**src/rtl/p_i_cache_ctrl_nway.sv**
```systemverilog
// Instruction-cache controller: N-way tree-PLRU replacement, multi-beat line fills
// and a set-walking invalidate-all flush, between fetch, lookup stage and memory port.
module p_i_cache_ctrl_nway #(
  parameter int WAYS           = 4,
  parameter int SETS           = 16,
  parameter int LINE_BEATS     = 4,
  parameter int FLUSH_ON_RESET = 1,
  localparam int WW = $clog2(WAYS),
  localparam int BW = (LINE_BEATS > 1) ? $clog2(LINE_BEATS) : 1,
  localparam int SW = (SETS > 1) ? $clog2(SETS) : 1
) (
  input  logic            clk,
  input  logic            rst,
  input  logic            mem_read,
  output logic            mem_resp,
  input  logic            lookup_valid,
  input  logic [WAYS-1:0] hit_vec,
  input  logic [WAYS-1:0] valid_vec,
  input  logic [WAYS-2:0] plru_in,
  input  logic            pipe_advance,
  input  logic            flush_req,
  output logic            pmem_read,
  input  logic            pmem_resp,
  output logic [WAYS-1:0] way_tag_load,
  output logic            valid_datain,
  output logic [WAYS-1:0] data_we,
  output logic [BW-1:0]   beat_idx,
  output logic            plru_load,
  output logic [WAYS-2:0] plru_datain,
  output logic [SW-1:0]   flush_set_idx,
  output logic            flush_busy,
  output logic            load_stage_reg,
  output logic            addr_sel
);

  typedef enum logic [1:0] {RUN, FILL, RESPOND, FLUSH} state_t;

  state_t         state_reg, state_next;
  logic [BW-1:0]  beat_cnt_reg, beat_cnt_next;
  logic [SW-1:0]  set_cnt_reg, set_cnt_next;
  logic [WW-1:0]  victim_reg, victim_next;

  logic           hit;
  logic [WW-1:0]  hit_way;
  logic           inv_found;
  logic [WW-1:0]  inv_way;
  logic [WAYS-1:0] plru_ext;
  logic [WW:0]    plru_node;
  logic [WW-1:0]  plru_idx;
  logic [WW-1:0]  plru_way;
  logic [WW-1:0]  victim_sel;
  logic [WW:0]    hit_leaf;
  logic [WAYS-2:0] plru_upd;
  logic           last_beat;
  logic           last_set;

  assign hit = |hit_vec;

  // Scan high-to-low so the lowest set index wins.
  always_comb begin
    hit_way   = '0;
    inv_found = 1'b0;
    inv_way   = '0;
    for (int i = WAYS - 1; i >= 0; i--) begin
      if (hit_vec[i]) hit_way = WW'(i);
      if (!valid_vec[i]) begin
        inv_found = 1'b1;
        inv_way   = WW'(i);
      end
    end
  end

  assign plru_ext = {1'b0, plru_in};

  always_comb begin
    plru_node = (WW+1)'(1);
    plru_idx  = '0;
    for (int d = 0; d < WW; d++) begin
      plru_idx  = WW'(plru_node - (WW+1)'(1));
      plru_node = {plru_node[WW-1:0], plru_ext[plru_idx]};
    end
    plru_way = WW'(plru_node - (WW+1)'(WAYS));
  end

  assign victim_sel = inv_found ? inv_way : plru_way;

  // Each node on the hit way's root-to-leaf path is turned to point at the other subtree.
  assign hit_leaf = {1'b1, hit_way};

  genvar gi;
  generate
    for (gi = 0; gi < WAYS - 1; gi++) begin : g_plru
      localparam int NODE  = gi + 1;
      localparam int DEPTH = $clog2(NODE + 1) - 1;
      assign plru_upd[gi] = ((hit_leaf >> (WW - DEPTH)) == (WW+1)'(NODE))
                            ? ~hit_leaf[WW-DEPTH-1] : plru_in[gi];
    end
  endgenerate

  assign last_beat = (beat_cnt_reg == BW'(LINE_BEATS - 1));
  assign last_set  = (set_cnt_reg == SW'(SETS - 1));

  always_ff @(posedge clk or negedge rst) begin
    if (!rst) begin
      state_reg    <= (FLUSH_ON_RESET != 0) ? FLUSH : RUN;
      beat_cnt_reg <= '0;
      set_cnt_reg  <= '0;
      victim_reg   <= '0;
    end else begin
      state_reg    <= state_next;
      beat_cnt_reg <= beat_cnt_next;
      set_cnt_reg  <= set_cnt_next;
      victim_reg   <= victim_next;
    end
  end

  always_comb begin
    state_next     = state_reg;
    beat_cnt_next  = beat_cnt_reg;
    set_cnt_next   = set_cnt_reg;
    victim_next    = victim_reg;
    mem_resp       = 1'b0;
    pmem_read      = 1'b0;
    way_tag_load   = '0;
    valid_datain   = 1'b0;
    data_we        = '0;
    beat_idx       = '0;
    plru_load      = 1'b0;
    plru_datain    = '0;
    flush_set_idx  = '0;
    flush_busy     = 1'b0;
    load_stage_reg = 1'b1;
    addr_sel       = 1'b0;

    case (state_reg)
      RUN: begin
        if (flush_req) begin
          load_stage_reg = 1'b0;
          state_next     = FLUSH;
        end else if (lookup_valid && mem_read) begin
          if (hit) begin
            if (pipe_advance) begin
              mem_resp    = 1'b1;
              plru_load   = 1'b1;
              plru_datain = plru_upd;
            end else begin
              load_stage_reg = 1'b0;
            end
          end else begin
            victim_next    = victim_sel;
            beat_cnt_next  = '0;
            load_stage_reg = 1'b0;
            addr_sel       = 1'b1;
            state_next     = FILL;
          end
        end
      end

      FILL: begin
        pmem_read      = 1'b1;
        addr_sel       = 1'b1;
        load_stage_reg = 1'b0;
        if (pmem_resp) begin
          data_we[victim_reg] = 1'b1;
          beat_idx            = beat_cnt_reg;
          beat_cnt_next       = beat_cnt_reg + 1'b1;
          if (last_beat) begin
            way_tag_load[victim_reg] = 1'b1;
            valid_datain             = 1'b1;
            state_next               = RESPOND;
          end
        end
      end

      // Re-present the held address so the freshly filled line is served as a hit.
      RESPOND: begin
        addr_sel       = 1'b1;
        load_stage_reg = 1'b1;
        state_next     = RUN;
      end

      FLUSH: begin
        way_tag_load   = '1;
        valid_datain   = 1'b0;
        plru_load      = 1'b1;
        plru_datain    = '0;
        flush_set_idx  = set_cnt_reg;
        flush_busy     = 1'b1;
        load_stage_reg = 1'b0;
        if (last_set) begin
          set_cnt_next = '0;
          state_next   = RUN;
        end else begin
          set_cnt_next = set_cnt_reg + 1'b1;
        end
      end

      default: state_next = RUN;
    endcase
  end

endmodule
```
**config.mk**
```make
export PLATFORM = sky130hd
export DESIGN_NAME = p_i_cache_ctrl_nway
export DESIGN_NICKNAME = d
export VERILOG_FILES = /design/src/rtl/p_i_cache_ctrl_nway.sv
export SDC_FILE = /design/constraint.sdc
export NUM_CORES = 1
export LEC_CHECK = 0
export CAP_MARGIN = 20
export CORE_AREA = 5 5 52 54
export CTS_CLUSTER_DIAMETER = 120
export DETAILED_ROUTE_END_ITERATION = 6
export DIE_AREA = 0 0 57 59
export GPL_TIMING_DRIVEN = 0
export PLACE_DENSITY = 0.78
export SLEW_MARGIN = 20
export SYNTH_ARGS = -nofsm -noshare
export SYNTH_HDL_FRONTEND = slang
export SYNTH_SLANG_ARGS = --single-unit
export TNS_END_PERCENT = 30
```
**constraint.sdc**
```tcl
create_clock -name clk -period 2.65 [get_ports clk]
set_input_delay 0.795 -clock clk [delete_from_list [all_inputs] [get_ports clk]]
set_output_delay 0.795 -clock clk [all_outputs]
set_load 0.05 [all_outputs]
```
==> results.txt <==
----------------------------------------------------
[Timing]
  Worst slew slack as a fraction of its limit ... between 60 and 70%
  Max Fclk ... approximately 360 MHz
  Unrepaired setup endpoints after global routing ... yes
  Transition time of the tightest slew-check pin ... roughly 490 ps
  Final setup violation count ... 5
  Final Max Slew Viols ... 0
  Final hold violations ... 0
  Worst setup margin ... -159.6 ps
  Portion of the clock cycle consumed by the worst path in the final layout ... 106.0%
  WHS ... 503.9 ps
  Setup Skew ... roughly 2.5 ps
  Time the final worst path needs with I/O delays and setup ... 2810 ps
  Final total negative setup slack ... -291.6 ps

[Drt]
  Post-route antenna net violation count ... 0
  Number of design rule violations left after detail routing ... 0
  DRC marker count from the first detailed-route iteration ... 10
  Detail-routed net length per standard cell ... roughly 14 um
  Vias post-DR ... ~960
  TritonRoute pass-1 iters ... 4
  Final routed wirelength across all metal layers ... between 2 and 3 mm
  Via density per instance ... about 5

[Final layout]
  Antenna diode count ... 0
  Fill cell count ... about 180
  Total area of sequential cells ... 252.7 um2
  Multi-input gate area ... between 600 and 700 um2
  Area overhead of the layout relative to synthesis ... 82.54%
  Number of flip-flops under the largest register name ... 4
  Most frequent standard cell in the layout excluding fill and tap cells ... sky130_fd_sc_hd__buf_4
  Most used cells in the layout excluding fill and tap cells ... sky130_fd_sc_hd__buf_4, sky130_fd_sc_hd__nor2_1, sky130_fd_sc_hd__nand2_1, sky130_fd_sc_hd__clkdlybuf4s50_1
  Number of nets in the layout ... between 150 and 200
  Share of layout cells above drive strength 1 ... between 40% and 50%

[GRT]
  First-pass GRT wire length ... around 4.4 mm
  Total grt overflow ... 0
  Largest net degree at the start of global routing ... 11
  Vias in the first global route ... 1017
  Number of antenna violations at the first check in global routing ... 0
  Overall track demand over capacity in global routing ... 16.27%

[Synthesis]
  Share of the synthesized area in the top cell type ... between 20% and 30%
  Synth Register Bits ... 10
  Library cell occupying the most area in the post-synthesis netlist ... sky130_fd_sc_hd__dfrtp_1
  Mapped Nets ... approximately 130
  Top_reg_cell synth ... sky130_fd_sc_hd__dfrtp_1
  Combined area of all synthesized cells ... between 800 and 900 um2
  Cell types with the largest area share after synthesis ... sky130_fd_sc_hd__dfrtp_1, sky130_fd_sc_hd__ha_1, sky130_fd_sc_hd__dfstp_2
  Async set-reset flop share out of synthesis ... between 90% and 100%
  Mean post-synth cell area ... ~8.1 um2
  Distinct cell type count of the synthesized netlist ... 30
  Number of standard cells after synthesis ... roughly 110
  Sequential-to-total area share from yosys stat ... around 30%
  Number of flops mapped to enable cells by yosys ... 0
  Synth Warn # ... 0

[Pwr]
  Register share of total power ... between 15 and 20%
  Net switching power figure ... just under 800 uW
  Clock group share of total power ... between 8 and 9%
  Cell Pwr Density ... roughly 1000 nW/um2
  LEAKAGE ... 0.0007109 uW
  Logic pwr share ... 72.9%
  Total internal power ... 830.6 uW
  Total Power Consumption ... 1614 uW
  Fraction of power spent switching nets ... between 40% and 50%
  IR Drop Worst-Case VDD ... between 1000 and 1500 uV

[Critical path]
  Worst r2r dst ... state_reg[0]$_DFFE_PN1P_
  Worst reg2reg path depth ... 8
  Internal reg-to-reg setup slack ... 800 ps
  WP data required ... between 1500 and 2000 ps
  Type of the worst setup path ... input pin to output pin
  Maximum fanout along the worst path ... 2
  Arrival @ worst endpoint ... approximately 2000 ps
  Worst path max stage delay ... 530 ps
  Crit-path cells ... buf_8, or4_4, a21oi_2, nor2_1, mux2_4, buf_8
  Cell type with the highest occurrence count on the critical path ... sky130_fd_sc_hd__buf_8
  Timing startpoint of the critical path ... hit_vec[3]
  Reg2Reg Launch Point ... state_reg[1]$_DFFE_PN1P_
  Worst-path cell with the longest stage delay ... sky130_fd_sc_hd__or4_4
  Endpoint type of the worst setup path ... output pin
  Worst setup SP type ... input pin

[Clock network]
  Clock latency at the later pin of the worst-skew pair ... 270 ps
  TritonCTS clock tree ... built
  Hold Buf Count CTS ... 0
  Clock Path Buffers ... 2
  Root Buffer Master ... sky130_fd_sc_hd__clkbuf_4
  Reg clk slew, reported paths ... ~70 ps
  # clock sinks ... 10
  Number of H-tree levels ... 1
  Number of buffers added by the clock tree synthesis step ... 3

[Min path]
  Number of cells on the worst hold path ... 1
  Hold EP ... set_cnt_reg[2]$_DFFE_PN0N_
  Hold Path Origin ... set_cnt_reg[2]$_DFFE_PN0N_
  Type of the tightest min-delay check ... register to register

[Die]
  Vertical die dimension ... 59 um
  Boundary pin count ... 42
  Area enclosed by the die boundary ... 3363 um2
  Area inside the core boundary ... approximately 2200 um2
  Row Count ... 17
  Initial core utilization ... about two fifths
  Horizontal die dimension ... ~57 um

[Place]
  # port buffers ... 41
  Placer Congestion ... around 0.76
  Placed wire-length estimate after detailed placement ... a little over 2 mm

[Status]
  Outcome ... finished, violations left
  Failing checks ... setup timing

[Job]
  Max capacitance violation total ... 0

----------------------------------------------------
[worst max-delay path: cells and delay by family]
family	cells	cell delay, ps
AND/OR/NAND/NOR	2	580
multiplexers	1	260
buffers and inverters	2	240
AO/OA/AOI/OAI	1	120
[routing by layer]
metal  up-vias  global-route usage, %  routed length, um
li1        477                      -                  -
met1       450                  16.25               1044
met2        32                  31.32               1393
met3         4                  4.575                186
met4         0                  6.954                 21
met5         -                      0                  0
[cell type report]
type                            count  share of cell area [%]
Buffer                              2                   1.459
Multi-Input combinational cell     84                   43.60
Clock buffer                        4                   2.350
Sequential cell                    10                   16.37
Tap cell                           28                   2.269
Inverter                            8                   2.431
Timing Repair Buffer               51                   31.52
[Yosys cell counts (3+ instances only)]
cell type and number:
sky130_fd_sc_hd__a21oi_1 6, sky130_fd_sc_hd__a31o_2 4, sky130_fd_sc_hd__and2_1 3, sky130_fd_sc_hd__clkbuf_1 3
sky130_fd_sc_hd__dfrtp_1 8, sky130_fd_sc_hd__ha_1 8, sky130_fd_sc_hd__inv_1 8, sky130_fd_sc_hd__mux2i_1 3
sky130_fd_sc_hd__nand2_1 10, sky130_fd_sc_hd__nand3_1 6, sky130_fd_sc_hd__nor2_1 11, sky130_fd_sc_hd__nor2b_1 3
sky130_fd_sc_hd__o21ai_0 8
[worst max-delay path by stage]
stage	end	cells past startpoint
floorplan	plru_datain[2]	3
global placement	addr_sel	5
detailed placement	addr_sel	5
CTS	load_stage_reg	6
global route	load_stage_reg	6
finish	load_stage_reg	6
[stage by stage]
| step | util [%] | cells | cell area, um2 | setup WS, ps |
|---|---|---|---|---|
| after global routing | 71.16 | 187 | 1544 | -192.5 |
| after floorplan | - | 105 | 922.1 | -129.8 |
| after CTS | 66.55 | 181 | 1444 | -167.4 |
| final | 71.16 | 187 | 1544 | -159.6 |
| after global placement | 63.03 | 174 | 1368 | -1204 |
| after detailed placement | 63.03 | 174 | 1368 | -1267 |
[timing repair]
action / 4_1_cts / 5_1_grt
resized for setup: 153 / 24
endpoints found under the setup margin: 23 / 22
pin swaps: 6 / 5
setup buffers: 3 / 7
[logic make-up (layout without fill, tap and decap cells)]
family	Yosys count	count (layout)	share of synthesized area (%)
flops	10	10	29.88
mux	6	6	7.988
simple gates	45	45	26.63
compound gates	24	24	17.75
xor+xnor	1	1	1.036
fa+ha+maj	8	8	11.83
buf+inv	11	65	4.882
[power groups by stage]
stage / Combinational [uW] / Sequential [uW] / Clock, uW
after floorplan: 711 / 275 / 0
after global placement: 940 / 288 / 0
after detailed placement: 963 / 296 / 0
after CTS: 1000 / 295 / 143
after global routing: 1260 / 306 / 153
final: 1180 / 295 / 142
No activity file was read; power rests on OpenSTA's default activity.
